File: src/rtl/onehot_index_table_pkg.sv
// rtl/onehot_index_table_pkg.sv - shared defaults for the onehot_index_table slice
package onehot_index_table_pkg;

  // Default bitmap width, used when the parent does not override NUM_WIRE
  localparam int DEFAULT_NUM_WIRE = 16;

endpackage

File: src/rtl/onehot_index_table_index_decoder.sv
// rtl/onehot_index_table_index_decoder.sv - combinational binary index to one-hot decoder
module index_decoder
  import onehot_index_table_pkg::*;
#(
  parameter int NUM_WIRE = DEFAULT_NUM_WIRE,
  parameter int IW       = $clog2(NUM_WIRE)
) (
  input  logic [IW-1:0]       index_i,
  input  logic                index_valid_i,
  output logic [NUM_WIRE-1:0] onehot_o
);

  // An index with no matching bit (>= NUM_WIRE) decodes to all zeros
  always_comb begin
    onehot_o = '0;
    for (int i = 0; i < NUM_WIRE; i++) begin
      onehot_o[i] = index_valid_i && (index_i == IW'(i));
    end
  end

endmodule

File: src/rtl/onehot_index_table.sv
// rtl/onehot_index_table.sv - occupancy bitmap set/cleared by index; err_o under ONEHOT_INDEX_TABLE_RANGE_CHECK_EN
module onehot_index_table
  import onehot_index_table_pkg::*;
#(
  parameter int NUM_WIRE = DEFAULT_NUM_WIRE,
  parameter int IW       = $clog2(NUM_WIRE),
  parameter int CW       = $clog2(NUM_WIRE + 1)
) (
  input  logic                clk_i,
  input  logic                arst_i,
  input  logic [IW-1:0]       set_index_i,
  input  logic                set_valid_i,
  input  logic [IW-1:0]       clr_index_i,
  input  logic                clr_valid_i,
  input  logic                flush_i,
  output logic [NUM_WIRE-1:0] bitmap_o,
  output logic [CW-1:0]       count_o,
  output logic                empty_o,
  output logic                full_o,
  output logic                set_dup_o
`ifdef ONEHOT_INDEX_TABLE_RANGE_CHECK_EN
  ,
  output logic                err_o
`endif
);

  logic [NUM_WIRE-1:0] set_oh;
  logic [NUM_WIRE-1:0] clr_oh;
  logic [NUM_WIRE-1:0] bitmap_next;
  logic [CW-1:0]       count_next;
  logic                dup_next;

  function automatic logic [CW-1:0] popcount(input logic [NUM_WIRE-1:0] v);
    logic [CW-1:0] c;
    c = '0;
    for (int i = 0; i < NUM_WIRE; i++) begin
      c = c + CW'(v[i]);
    end
    return c;
  endfunction

  index_decoder #(
    .NUM_WIRE (NUM_WIRE),
    .IW       (IW)
  ) u_set_dec (
    .index_i       (set_index_i),
    .index_valid_i (set_valid_i),
    .onehot_o      (set_oh)
  );

  index_decoder #(
    .NUM_WIRE (NUM_WIRE),
    .IW       (IW)
  ) u_clr_dec (
    .index_i       (clr_index_i),
    .index_valid_i (clr_valid_i),
    .onehot_o      (clr_oh)
  );

  // Next bitmap: flush dominates; set is ORed after the clear so set wins on a shared index
  always_comb begin
    bitmap_next = '0;
    dup_next    = 1'b0;
    if (!flush_i) begin
      bitmap_next = (bitmap_o & ~clr_oh) | set_oh;
      dup_next    = |(set_oh & bitmap_o & ~clr_oh);
    end
    count_next = popcount(bitmap_next);
  end

  // Bitmap, count and status flags update together so they never disagree
  always_ff @(posedge clk_i or posedge arst_i) begin
    if (arst_i) begin
      bitmap_o  <= '0;
      count_o   <= '0;
      empty_o   <= 1'b1;
      full_o    <= 1'b0;
      set_dup_o <= 1'b0;
    end else begin
      bitmap_o  <= bitmap_next;
      count_o   <= count_next;
      empty_o   <= (count_next == '0);
      full_o    <= (count_next == CW'(NUM_WIRE));
      set_dup_o <= dup_next;
    end
  end

`ifdef ONEHOT_INDEX_TABLE_RANGE_CHECK_EN
  // A valid request that decodes to nothing was out of range; latch it until reset
  always_ff @(posedge clk_i or posedge arst_i) begin
    if (arst_i) begin
      err_o <= 1'b0;
    end else if ((set_valid_i && ~|set_oh) || (clr_valid_i && ~|clr_oh)) begin
      err_o <= 1'b1;
    end
  end
`endif

endmodule

File: config.mk
export PLATFORM = sky130hd
export DESIGN_NAME = onehot_index_table
export DESIGN_NICKNAME = d
export VERILOG_FILES = /design/src/rtl/onehot_index_table_pkg.sv /design/src/rtl/onehot_index_table_index_decoder.sv /design/src/rtl/onehot_index_table.sv
export SDC_FILE = /design/constraint.sdc
export NUM_CORES = 1
export LEC_CHECK = 0
export CAP_MARGIN = 20
export CORE_UTILIZATION = 45
export CTS_CLUSTER_DIAMETER = 200
export DETAILED_ROUTE_END_ITERATION = 7
export HOLD_SLACK_MARGIN = 0.06
export PLACE_DENSITY = 0.76
export SKIP_CTS_REPAIR_TIMING = 1
export SYNTH_ARGS = -nofsm -noshare
export SYNTH_HDL_FRONTEND = slang
export SYNTH_HIERARCHICAL = 1
export SYNTH_SLANG_ARGS = --single-unit
File: constraint.sdc
create_clock -name clk_i -period 3.68 [get_ports clk_i]
set_input_delay 0.736 -clock clk_i [delete_from_list [all_inputs] [get_ports clk_i]]
set_output_delay 0.736 -clock clk_i [all_outputs]
set_load 0.02 [all_outputs]
; ---- Word level (Yosys, flattened, before mapping)
; Cells that the tools add are included.
[word_totals]
register_bits = 24
input_bits = 13
out_inout_bits = 24
word_cells = 94
[classes]
add_sub_neg = 15
eq_ne = 31
mux = 2
bitwise = 5
reduce_logical = 36
[ops]
columns = cell, count
row1 = $eq A4 B4 Y1 const B, 16
row2 = $add A5 B1 Y5, 11
row3 = $and A16 B16 Y16, 3
row4 = $eq A4 B3 Y1 const B, 8
row5 = $logic_and A1 B1 Y1, 32
row6 = $eq A4 B2 Y1 const B, 4
row7 = $mux W16, 1
row8 = $not A16 Y16, 1
row9 = $or A16 B16 Y16, 1
row10 = $reduce_or A16 Y1, 1
row11 = $eq A4 B1 Y1 const B, 2
row12 = $logic_not A4 Y1, 2
row13 = $add A4 B1 Y5, 1
row14 = $eq A5 B5 Y1 const B, 1
row15 = $logic_not A5 Y1, 1
row16 = $add A3 B1 Y4, 1
row17 = $add A2 B1 Y3, 1
row18 = $add A1 B1 Y2, 1
row19 = $mux W1, 1

; ---- Depth between registers and ports, before layout
[depth]
depth_word = 22
ltp_mapped = 18

; ---- By module
; Netlist, hierarchy kept.
[modules_own_cells]
columns = mod, n_inst, cells_per_inst, area_each_um2
row1 = onehot_index_table, 1, 127, 1326.3
row2 = index_decoder, 2, 23, 117.6

; ---- Worst setup path after synthesis
; No wires, ideal clock.
[synth_path]
path_kind = input to register
startpoint = input clr_index_i[2]
endpoint = register empty_o
t_arrival_ns = 4.579
required_time_ns = 3.605
slack_ns = -0.974
path_stages = 17
cell_sequence = or3b_4 nor3_2 nor2b_1 nor2_1 nor2_1 fa_1 inv_1 fa_1 fa_1 inv_1 fa_1 ha_1 inv_1 fa_1 inv_1 nor3_1 nor3b_2
[synth_between]
elab_chain_len = 22
[synth_rtl]
columns = element, line_no
row1 = "start, declared", onehot_index_table.sv:13  ; input logic [IW-1:0] clr_index_i,
row2 = $logic_not A4 Y1, onehot_index_table_index_decoder.sv:17  ; onehot_o[i] = index_valid_i && (index_i == IW'(i));
row3 = $logic_and A1 B1 Y1, onehot_index_table_index_decoder.sv:17
row4 = named net clr_oh[0], onehot_index_table.sv:28  ; logic [NUM_WIRE-1:0] clr_oh;
row5 = $not A16 Y16, onehot_index_table.sv:65  ; bitmap_next = (bitmap_o & ~clr_oh) | set_oh;
row6 = $and A16 B16 Y16, onehot_index_table.sv:65
row7 = $or A16 B16 Y16, onehot_index_table.sv:65
row8 = $mux W16, onehot_index_table.sv:64  ; if (!flush_i) begin
row9 = named net bitmap_next[0], onehot_index_table.sv:29  ; logic [NUM_WIRE-1:0] bitmap_next;
row10 = $add A1 B1 Y2, onehot_index_table.sv:37  ; c = c + CW'(v[i]);
row11 = $add A2 B1 Y3, onehot_index_table.sv:37
row12 = $add A3 B1 Y4, onehot_index_table.sv:37
row13 = $add A4 B1 Y5, onehot_index_table.sv:37
row14 = $add A5 B1 Y5 (11 in series), onehot_index_table.sv:37
row15 = named net count_next[1], onehot_index_table.sv:30  ; logic [CW-1:0] count_next;
row16 = $logic_not A5 Y1, onehot_index_table.sv:82  ; empty_o <= (count_next == '0);
row17 = "end signal, assigned", onehot_index_table.sv:82
row18 = "end, declared", onehot_index_table.sv:18  ; output logic empty_o,
; The timed path passes the listed nets, and every way through them passes these cells.

; ---- Worst setup path in the final report
[layout_path]
startpoint = input clr_index_i[3]
endpoint = register empty_o
; Same word-level chain as after synthesis.

==> results <==
- The number of vias after detailed routing is 1519.
- The buffer type at the clock tree root is sky130_fd_sc_hd__clkbuf_4.
- Counting distinct cell types in the post-synthesis netlist gives 27.
- The count of nets left with antenna violations once routing finished came out at 0.
- The fill cell instance count of the final layout is 246.
- The worst path setup slack after routing is -1.077 ns.
- Of all cell types, the one taking the most synthesized area is sky130_fd_sc_hd__dfrtp_1.
- Row generation in the floorplan step produced 21 rows.
- Buffers placed on the I/O ports in this run total 36.
- The effective utilization at floorplan is 0.4679.
- Before antenna repair, the detailed router went through 4 iterations.
- 37 I/O pins were placed.
- Summing all multi-input logic gate instances after layout gives 967.2 sq um.
- The die outline area is 3709 sq um.
- The post-layout minimum cycle time is 4.757 ns.
- The total congestion overflow is 0.
- In the final layout, the share of cells above drive strength 1 is 0.3333.
- At the later pin of the worst-skew pair, clock insertion delay measures 0.32 ns.
- The class of the tightest hold or removal check is reg2reg.
- The post-route fraction of the period consumed by the critical path is 1.293.
- The aggregate global-route resource usage is 0.2347.
- The DRC violation count after routing is 0.
- The net count after synthesis is 201.
- Clock-pin slew was measured on the worst setup and hold paths at 0.14 ns.
- The final number of hold-violating endpoints was 0.
- At the worst endpoint, the required time is 3.94 ns.
- The post-synthesis average cell area is 9.026 sq um.
- The number of DRC violations after detailed-routing iteration 0 is 116.
- The checks that failed: negative setup slack.
- The type of the worst setup path is in2reg.
- Summing all flip-flop and latch instances after layout gives 601.8 sq um.
- In this run the worst path has a maximum fanout of 4.
- The analysis attributes to cell leakage a power of 1.168 nW.
- From synthesis to final layout, the design area changed by 55.37%.
- The category of the worst setup path capture point is a flip-flop.
- After layout, the design draws a total of 0.6459 mW.
- Setup repair after global routing could not meet its margin everywhere.
- The top cell family by delay on the critical path is adder cells.
- The run finished, with violations left.
- In the post-synthesis netlist, the biggest area contributors are sky130_fd_sc_hd__dfrtp_1, sky130_fd_sc_hd__fa_1, sky130_fd_sc_hd__nor2_1.
- On the worst path, the slowest cell contributes a delay of 0.58 ns.
- The core region is 3337 sq um.
- The worst setup path is launched from an input pin.
- The first global-routing pass estimated 6279 microns of wire.
- The share of the Yosys chip area taken by registers is 0.3854.
- At the end of routability-driven placement, the weighted congestion stood at 0.8942.
- Measured against its own limit, the worst slew margin works out to 0.3758.
- At the pin with the least slew margin, the transition time is 0.9353 ns.
- The deepest clock path buffer count is 2.
- The final count of pins violating max slew came to 0.
- The number of buffer and inverter instances along the worst setup path is 5.
- The pre-CTS setup slack is -1.591 ns.
- In this run, synthesis produced a sequential element count of 24.
- The worst-case IR drop observed on VDD is 0.0002933 V.
- The number of antenna violations at the first check in global routing is 0.
- The via density per instance is 5.149.
- The combined area of all synthesized cells is 1561 sq um.
- The die outline height is 60.91 microns.
- The final layout contains 278 nets.
- The worst-case clock skew is 0.009770 ns.
- The number of global-route vias before repair is 1441.
- The H-tree depth is 1.
- TritonCTS built the clock tree.
- CTS saw 24 sinks.
- The number of warnings printed during yosys synthesis is 6.
- Entering global routing, the biggest net connects 25 pins.
- The share of synthesized area in the top cell type comes to 0.3686.
- In this run the power density over the cells is 266.2 nW/um^2.
- The detailed placement HPWL is 3326 microns.
- The average routed wire per standard cell is 14.90 microns.
- Walking the worst path, the cells encountered are buf_6, or3b_4, nor3_2, nor2b_1, nor2_1, nor2_2, fa_1, inv_2, fa_1, fa_1, inv_2, fa_1, ha_4, inv_2, fa_2, inv_2, nor3_2, nor3b_2.
- Based on the critical path, the design can be clocked at up to 210.2 MHz.
- Synthesis produced a netlist whose cell count is 173.
- The highest-delay cell along the critical path is sky130_fd_sc_hd__fa_1.
- The final layout contains routed wiring with a total length of 4396 microns.
- Data arrives at the worst endpoint at 5.02 ns.
- The horizontal die dimension is 60.91 microns.
- The count of final setup violators is 7.
- Max-cap violations in this run came to 0.
- The clock buffer count from CTS is 3.
- 0 antenna diodes ended up in the layout.
==> cell type report <==
type,count,share of cell area
repair buffers,73,0.2692
inverters,25,0.03868
well taps,46,0.02372
flip-flops and latches,24,0.2481
multi-input cells,123,0.3987
clock inverters,1,0.01238
clock buffers,3,0.009283
==> synth_stat cells <==
master / instances
sky130_fd_sc_hd__nor3_2: 2
sky130_fd_sc_hd__dfstp_2: 1
sky130_fd_sc_hd__fa_1: 10
sky130_fd_sc_hd__a21o_1: 1
sky130_fd_sc_hd__nor2_1: 44
sky130_fd_sc_hd__a21oi_1: 9
sky130_fd_sc_hd__ha_1: 5
sky130_fd_sc_hd__o21a_1: 1
sky130_fd_sc_hd__a221oi_1: 1
sky130_fd_sc_hd__nor3_1: 8
sky130_fd_sc_hd__inv_1: 25
sky130_fd_sc_hd__nand3b_1: 8
sky130_fd_sc_hd__nand2b_1: 4
sky130_fd_sc_hd__nand3_1: 2
sky130_fd_sc_hd__nand4_1: 1
sky130_fd_sc_hd__dfrtp_1: 23
sky130_fd_sc_hd__nand2_1: 3
sky130_fd_sc_hd__nor3b_2: 1
sky130_fd_sc_hd__or2_2: 4
sky130_fd_sc_hd__xnor2_1: 2
sky130_fd_sc_hd__nor2b_1: 8
sky130_fd_sc_hd__a21oi_2: 1
sky130_fd_sc_hd__a32o_1: 3
sky130_fd_sc_hd__a41oi_1: 1
sky130_fd_sc_hd__clkbuf_1: 1
sky130_fd_sc_hd__or3b_4: 2
sky130_fd_sc_hd__a32oi_1: 2
==> report_power, final <==
part / switching [mW] / internal [mW] / leakage [nW]
Combinational: 0.0864 / 0.0823 / 0.812
Clock: 0.0830 / 0.110 / 0.0279
Sequential: 0.00470 / 0.279 / 0.328
Total: 0.174 / 0.472 / 1.17
==> layout by cell type (no fill, tap or decap), types with 2 or more instances in the layout <==
master and instances:
sky130_fd_sc_hd__a21oi_1 8, sky130_fd_sc_hd__a21oi_2 2, sky130_fd_sc_hd__a32o_1 3, sky130_fd_sc_hd__a32oi_1 2, sky130_fd_sc_hd__buf_4 37, sky130_fd_sc_hd__buf_6 2, sky130_fd_sc_hd__clkbuf_4 3, sky130_fd_sc_hd__clkdlybuf4s50_1 26
sky130_fd_sc_hd__dfrtp_1 23, sky130_fd_sc_hd__dlymetal6s2s_1 7, sky130_fd_sc_hd__fa_1 8, sky130_fd_sc_hd__fa_2 2, sky130_fd_sc_hd__ha_1 4, sky130_fd_sc_hd__inv_1 21, sky130_fd_sc_hd__inv_2 4, sky130_fd_sc_hd__nand2_2 2
sky130_fd_sc_hd__nand2b_1 2, sky130_fd_sc_hd__nand2b_4 2, sky130_fd_sc_hd__nand3_1 2, sky130_fd_sc_hd__nand3b_1 8, sky130_fd_sc_hd__nor2_1 30, sky130_fd_sc_hd__nor2_2 12, sky130_fd_sc_hd__nor2_4 2, sky130_fd_sc_hd__nor2b_1 8
sky130_fd_sc_hd__nor3_1 7, sky130_fd_sc_hd__nor3_2 2, sky130_fd_sc_hd__or2_2 4, sky130_fd_sc_hd__or3b_4 2
==> cells by family (layout without fill, tap and decap cells) <==
| group | Yosys count | in the layout | share of synthesized area |
|---|---|---|---|
| AND/OR/NAND/NOR | 87 | 87 | 0.2869 |
| buffers and inverters | 26 | 102 | 0.06250 |
| flip-flops | 24 | 24 | 0.3854 |
| AO/OA/AOI/OAI | 19 | 19 | 0.08574 |
| adder cells (fa/ha/maj) | 15 | 15 | 0.1683 |
| XOR/XNOR | 2 | 2 | 0.01122 |
==> layer usage <==
layer	track usage	vias up	wire (microns)
li1	-	714	-
met1	0.3057	727	1792
met2	0.3972	62	2284
met3	0.02985	16	165
met4	0.09416	0	154
met5	0	-	0
==> worst min-delay path: cells and delay by family (launching register included) <==
| kind | cells | cell delay (ns) |
|---|---|---|
| flops | 1 | 0.37 |
| simple gates | 1 | 0.13 |
| compound gates | 1 | 0.07 |
==> per-stage QoR <==
step,TNS (ns),hold slack [ns],cells,area [sq um],utilization
floorplan,-4.457,0.7137,173,1579,-
global placement,-8.649,0.6005,289,2256,0.6760
detailed placement,-9.299,0.6091,289,2256,0.6760
CTS,-6.922,0.6529,293,2308,0.6918
global route,-6.318,0.6680,295,2426,0.7270
finish,-5.381,0.6189,295,2426,0.7270
==> sequential cells by signal, indices dropped and copies added (netlist names) <==
| name | cells |
|---|---|
| bitmap_o | 16 |
| count_o | 5 |
| empty_o | 1 |
| full_o | 1 |
| set_dup_o | 1 |
==> final timing paths <==
kind | to | startpoint | cells after the start | slack (ns)
worst max-delay path | empty_o | clr_index_i[3] | 18 | -1.08
worst min-delay path | bitmap_o[7] | bitmap_o[7] | 2 | 0.62
worst max register to register | empty_o | bitmap_o[1] | 15 | -0.45
worst min register to register | bitmap_o[7] | bitmap_o[7] | 2 | 0.62
max in group asynchronous | bitmap_o[11] | arst_i | 2 | 2.20
min in group asynchronous | bitmap_o[12] | arst_i | 2 | 0.91
No activity file was read; power rests on OpenSTA's default activity.
